### config.mk
export PLATFORM = sky130hd
export DESIGN_NAME = fetch_queue_unit
export DESIGN_NICKNAME = d
export VERILOG_FILES = /design/src/rtl/fetch_queue_unit.sv
export SDC_FILE = /design/constraint.sdc
export NUM_CORES = 1
export LEC_CHECK = 0
export ABC_AREA = 1
export CAP_MARGIN = 20
export CORE_MARGIN = 2
export CORE_UTILIZATION = 45
export DETAILED_ROUTE_END_ITERATION = 7
export GPL_TIMING_DRIVEN = 0
export PLACE_DENSITY = 0.68
export SLEW_MARGIN = 20
export SYNTH_ARGS = -nofsm -noshare
export SYNTH_HDL_FRONTEND = slang
export SYNTH_SLANG_ARGS = --single-unit
### constraint.sdc
create_clock -name clk -period 4.1 [get_ports clk]
set_input_delay 0.41 -clock clk [delete_from_list [all_inputs] [get_ports clk]]
set_output_delay 0.41 -clock clk [all_outputs]
set_load 0.03 [all_outputs]
### src/rtl/fetch_queue_unit.sv
// Fetch front-end: PC register, instruction-memory request and a DEPTH-entry
// instruction queue that decouples fetch from decode through a valid/ready handshake.
module fetch_queue_unit #(
    parameter int               XLEN     = 32,
    parameter int               DEPTH    = 4,
    parameter logic [XLEN-1:0]  RESET_PC = '0
) (
    input  logic                         clk,
    input  logic                         rst,
    input  logic                         redirect_valid,
    input  logic [XLEN-1:0]              redirect_pc,
    output logic                         imem_req,
    output logic [XLEN-1:0]              imem_addr,
    input  logic [XLEN-1:0]              imem_rdata,
    output logic                         instr_valid,
    input  logic                         instr_ready,
    output logic [XLEN-1:0]              instrD,
    output logic [XLEN-1:0]              PCD,
    output logic [XLEN-1:0]              PCPlus4D,
    output logic [$clog2(DEPTH+1)-1:0]   q_count
);

    localparam int PW = $clog2(DEPTH);
    localparam int CW = $clog2(DEPTH+1);

    function automatic logic [XLEN-1:0] pcPlus4(input logic [XLEN-1:0] pc);
        return pc + XLEN'(4);
    endfunction

    function automatic logic [XLEN-1:0] alignPc(input logic [XLEN-1:0] pc);
        return pc & ~XLEN'(3);
    endfunction

    logic [XLEN-1:0] pcF;
    logic            reqVld_p1;
    logic [XLEN-1:0] reqPc_p1;
    logic [XLEN-1:0] instrMem [DEPTH];
    logic [XLEN-1:0] pcMem    [DEPTH];
    logic [PW-1:0]   wrPtr;
    logic [PW-1:0]   rdPtr;
    logic [CW-1:0]   count;
    logic [CW:0]     occupancy;
    logic            pop;
    logic            push;

    assign instr_valid = (count != '0);
    assign pop         = instr_valid & instr_ready & ~redirect_valid;
    assign push        = reqVld_p1 & ~redirect_valid;

    // Entries already queued plus the one still in flight, less the one leaving now.
    assign occupancy = {1'b0, count} + (CW+1)'(reqVld_p1) - (CW+1)'(pop);
    assign imem_req  = ~rst & ~redirect_valid & (occupancy < (CW+1)'(DEPTH));
    assign imem_addr = pcF;
    assign q_count   = count;

    // Stage p0: PC register and request issue.
    always_ff @(posedge clk or posedge rst) begin
        if (rst) begin
            pcF       <= RESET_PC;
            reqVld_p1 <= 1'b0;
        end else if (redirect_valid) begin
            pcF       <= alignPc(redirect_pc);
            reqVld_p1 <= 1'b0;
        end else begin
            reqVld_p1 <= imem_req;
            if (imem_req) begin
                pcF <= pcPlus4(pcF);
            end
        end
    end

    always_ff @(posedge clk) begin
        if (imem_req) begin
            reqPc_p1 <= pcF;
        end
    end

    // Stage p1: response lands in the queue tail.
    always_ff @(posedge clk) begin
        if (push) begin
            instrMem[wrPtr] <= imem_rdata;
            pcMem[wrPtr]    <= reqPc_p1;
        end
    end

    always_ff @(posedge clk or posedge rst) begin
        if (rst) begin
            wrPtr <= '0;
            rdPtr <= '0;
            count <= '0;
        end else if (redirect_valid) begin
            wrPtr <= '0;
            rdPtr <= '0;
            count <= '0;
        end else begin
            if (push) begin
                wrPtr <= wrPtr + PW'(1);
            end
            if (pop) begin
                rdPtr <= rdPtr + PW'(1);
            end
            count <= count + CW'(push) - CW'(pop);
        end
    end

    // Storage is not reset; an empty queue presents zeros instead of stale data.
    assign instrD   = instr_valid ? instrMem[rdPtr]         : '0;
    assign PCD      = instr_valid ? pcMem[rdPtr]            : '0;
    assign PCPlus4D = instr_valid ? pcPlus4(pcMem[rdPtr])   : '0;

endmodule

=== Yosys cells after proc, flatten, opt, wreduce, memory -nomap -nowiden ===
Memory sizes are Yosys's and may differ from the RTL's.
Cells that the tools add are included.

* Bits in registers: 72
* Memories: 2
* Bits in writable memories: 256
* Logic and storage cells: 41
* Bits of input ports: 68
* Output and inout port bits: 133

{| class="wikitable"
|+ Memories
! name !! words !! width !! rd ports !! clocked after Yosys merged registers in !! write ports !! RTL line !! RTL
|-
| instrMem || 4 || 32 || 1 || 0 || 1 || 37 || <nowiki>logic [XLEN-1:0] instrMem [DEPTH];</nowiki>
|-
| pcMem || 4 || 32 || 1 || 0 || 1 || 38 || <nowiki>logic [XLEN-1:0] pcMem [DEPTH];</nowiki>
|}

* Muxes and demuxes: 13
* $add $sub $neg: 8
* Reductions and logical operators: 4
* Bitwise operators: 7
* Order comparisons: 1

{| class="wikitable"
|+ Operator list
! kind !! number
|-
| 32-bit 2-to-1 mux || 5
|-
| 32-bit by 3-bit adder with 32-bit output, second input constant || 2
|-
| 2-bit 2-to-1 mux || 4
|-
| 2-bit nonzero test || 3
|-
| 1-bit bitwise AND || 5
|-
| 2-bit by 1-bit adder with 2-bit output, second input constant || 2
|-
| 3-bit by 1-bit adder with 4-bit output || 1
|-
| 4-bit by 3-bit < comparator with 1-bit output, second input constant || 1
|-
| 4-bit by 1-bit subtractor with 4-bit output || 1
|-
| 3-bit by 1-bit adder with 3-bit output || 1
|-
| 1-bit 2-to-1 mux || 3
|-
| 3-bit 2-to-1 mux || 1
|-
| 3-bit nonzero test || 1
|-
| 3-bit by 1-bit subtractor with 3-bit output || 1
|-
| 1-bit inverter || 2
|}

=== Logic depth before layout (Yosys ltp) ===
* Depth after elaboration: 8
* Gate-level depth with buffers: 18
* Depth with buffers taken out: 15

=== Least setup slack after synthesis ===
OpenSTA, ideal clock, no wires.

* Kind: input -> register
* From: input port redirect_valid
* To: memory instrMem[0][0] (enable)
* Stages: 5
* Data arrival time: 3.683 ns
* Path slack: -0.065 ns
* Required time: 3.618 ns
* Path buffers: 2
* Library setup time: 0.482 ns
* Path through: buf_2 > inv_1 > clkbuf_1 > nand2_1 > nor2_1

* Word-level cells in the longest chain between the ends: 4

{| class="wikitable"
|+ RTL lines
! what !! RTL line !! RTL
|-
| start, declared || 10 || <nowiki>input logic redirect_valid,</nowiki>
|-
| 1-bit inverter || 48 || <nowiki>assign push = reqVld_p1 & ~redirect_valid;</nowiki>
|-
| 1-bit bitwise AND || 48 ||
|-
| 1-bit 2-to-1 mux || 80 || <nowiki>if (push) begin</nowiki>
|-
| 1-bit 2-to-1 mux (not written as such) || 81 || <nowiki>instrMem[wrPtr] <= imem_rdata;</nowiki>
|-
| end, declared || 37 ||
|}

Every way passes these cells.

=== Worst setup path in the final report ===
* From: register count[0] (netlist: q_count[0])
* To: output port PCD[2]

* Word-level cells in the longest chain between the ends: 2

{| class="wikitable"
|+ RTL lines
! what !! RTL line !! RTL
|-
| start, declared || 41 || <nowiki>logic [CW-1:0] count;</nowiki>
|-
| start signal, assigned || 102 || <nowiki>count <= count + CW'(push) - CW'(pop);</nowiki>
|-
| 3-bit nonzero test || 46 || <nowiki>assign instr_valid = (count != '0);</nowiki>
|-
| 32-bit 2-to-1 mux || 108 || <nowiki>assign PCD = instr_valid ? pcMem[rdPtr] : '0;</nowiki>
|-
| end, declared || 18 || <nowiki>output logic [XLEN-1:0] PCD,</nowiki>
|}

Every way passes these cells.

==> summary.md <==
| Metric | Value |
|---|---|
| Final Hold Vio Count | 0 |
| Fmax | 0.257 GHz |
| Iter 0 DRT Violations | approximately 1,000 |
| Number of remaining DRC errors | 0 |
| CTS Buf Count | 30 |
| Die Y | 185 um |
| Unrepaired setup endpoints after global routing | false |
| DRT antenna net count | 0 |
| Largest net degree at the start of global routing | 34 |
| Drt pass-1 iters | 5 |
| Crit path DAT | between 3 and 4 ns |
| Post-Syn Area per Cell | about 9.9 um^2 |
| Hold/Removal Path Class | input pin to asynchronous set/reset pin |
| Clk_lat worst skew | approximately 0.55 ns |
| Setup Crit Path Kind | flip-flop to output port |
| Pleak | ~7.2 nW |
| Post-synthesis cell area | about 15,000 um^2 |
| Async SR Flop Fraction | 12.0% |
| Wire per inst | approximately 18 um |
| FF+latch count, synth | between 300 and 400 |
| Hold slack final | about 0.12 ns |
| CP Launch Type | flip-flop |
| Final Critical Period | roughly 3.9 ns |
| Worst-Margin Slew | 0.758 ns |
| Top-count cell post-synth | nand2_1 |
| Critical path, cell by cell | nor2_1, nand2_1, buf_2, inv_1, clkbuf_1, buf_1, a21oi_1, clkdlybuf4s50_1 |
| Synth unique cells | 44 |
| Placeable Area | about 32,000 um^2 |
| Critical-path top delay cell | clkdlybuf4s50_1 |
| Finish-stage setup viols | 0 |
| Crit-path max cell delay | 0.64 ns |
| Die area | between 30,000 and 40,000 um^2 |
| Area of the multi-input gates | roughly 4600 um^2 |
| Fillers | approximately 2,700 |
| DP Cell Count | 2,131 |
| Initial antenna violation count | 0 |
| Worst-path fanout max | 10 |
| Global Route Usage Sum | a little under a quarter |
| Clock slew seen by the registers of the worst setup and hold paths | 0.06 ns |
| TritonCTS clock tree | done |
| CTS root buffer | clkbuf_16 |
| Post-synth top cells | nand2_1 (325), edfxtp_1 (278), nor2_1 (247) |
| Cell area power density | between 600 and 700 nW/um^2 |
| H-tree depth | 1 |
| Via count of the routed design | 11,100 |
| Die X | between 150 and 200 um |
| Crit share post-route | between 90 and 100% |
| Synth area leader | edfxtp_1 |
| Routed wire length | ~38 mm |
| Count of input and output buffers | 191 |
| Setup crit end kind | output port |
| Grt ovf | 0 |
| Layout area overhead | 26.3% |
| Layout cells sized above 1 | a little under a tenth |
| Yosys warning count | 0 |
| Clock skew | 0.0155 ns |
| Layout Nets | 1,799 |
| Non-Filler Instances | about 2,200 |
| Post-synth EDFFs | about 280 |
| Required time of the critical path | ~3.7 ns |
| Hpwl dp | about 28 mm |
| # hold bufs at CTS | 0 |
| Starting Density | a little under half |
| First-pass GRT wire length | 59.3 mm |
| Worst VDD drop | 0.418 mV |
| Via density | 5.07 |
| Area contributors post-synth | edfxtp_1 (57%), nand2_1 (8.3%), dfrtp_1 (6.5%), nor2_1 (6.3%), o21ai_0 (3.5%) |
| Max-cap violation count | 0 |
| CTS max path bufs | 3 |
| CTS Sinks | ~320 |
| Antenna diodes | 0 |
| Max-slew violation count | 0 |
| Final core occ | between 50% and 60% |
| Worst slew margin relative to its limit | between 40% and 50% |
| Share of the synthesized area in the top cell type | roughly 57% |
| I/O pins | 201 |
| Main flop type after synthesis | edfxtp_1 |
| Site Rows | 66 |
| Post-synthesis sequential area ratio | 63.4% |
| Number of global-route vias before repair | about 11,000 |
| Total design power | around 13 mW |
| FF+latch area | roughly 9300 um^2 |
| Outcome | finished, final reports clean |
| Cells after synthesis | around 1,500 |
| Routability cong. | just over 0.9 |
[registers in the layout, indices dropped and copies added (netlist names)]
signal     flops
pcMem        120
rdPtr          2
instrMem     128
reqVld_p1      1
wrPtr          2
q_count        3
reqPc_p1      30
imem_addr     30
[cell families after synthesis]
group	after synthesis	synth area share (%)
adder cells (fa/ha/maj)	10	0.904
XOR/XNOR	13	0.776
AO/OA/AOI/OAI	196	7.17
flip-flops	316	63.4
AND/OR/NAND/NOR	757	21.9
buffers and inverters	187	5.84
other	1	0.0256
[final cells by class]
cell class,instances,share of cell area [%]
sequential,316,50.2
multi-input combinational,982,24.7
timing repair buffer,204,12.1
clock buffer,36,4.29
tap,442,2.98
inverter,113,2.33
buffer,74,2.32
clock inverter,20,1.13
[cell usage in the layout, fill, tap and decap left out, types with 25 or more instances in the layout]
master and n:
nand3_1 93, dfrtp_1 38, edfxtp_1 278, inv_1 97
a21oi_1 59, o21ai_0 103, nor2_1 243, nand2_1 324
clkbuf_16 31, clkbuf_1 25, clkdlybuf4s50_1 181
[metal layers]
metal | up-vias | wire length, um | track usage (%)
li1 | 5441 | - | -
met1 | 5144 | 16600 | 31.6
met2 | 446 | 18100 | 37.5
met3 | 59 | 2700 | 2.53
met4 | 0 | 920 | 6.08
met5 | - | 0 | 0
[report_power, final]
part	total [mW]	switching (mW)	internal (mW)
clock network	2.77	1.14	1.63
logic	5.34	3.51	1.83
registers	4.40	0.431	3.97
total	12.5	5.08	7.43
[path summary, 6_finish.rpt]
check	start	to	slack, ns	cells after the start
worst max-delay path	q_count[0]	PCD[2]	0.21	8
worst min-delay path	rst	q_count[2]	0.12	2
worst max register to register	reqVld_p1	reqPc_p1[15]	1.57	13
worst min register to register	reqPc_p1[25]	pcMem[3][25]	0.50	0
max in group asynchronous	rst	imem_addr[22]	3.57	3
min in group clk	redirect_valid	wrPtr[1]	0.25	4
[through the flow]
stage / instance area, um^2 / setup TNS, ns / setup WS (ns)
2_1_floorplan: 14700 / -16.15 / -0.0651
3_3_place_gp: 17100 / -624.48 / -2.56
3_5_place_dp: 17500 / 0 / 0.113
4_1_cts: 18500 / 0 / 0.0627
5_1_grt: 18500 / 0 / 0.0129
6_report: 18500 / 0 / 0.212
[critical path: cells and delay by family, from the launching register on]
| family | cells | cell delay (ns) |
|---|---|---|
| simple gates | 2 | 0.19 |
| flops | 1 | 0.43 |
| buf+inv | 5 | 2.15 |
| compound gates | 1 | 0.15 |
[repair_timing]
item	4_1_cts	5_1_grt
gates cloned	0	0
buffers inserted	0	0
endpoints found under the setup margin	7	21
resized for setup	7	14
No activity file was read; power rests on OpenSTA's default activity.
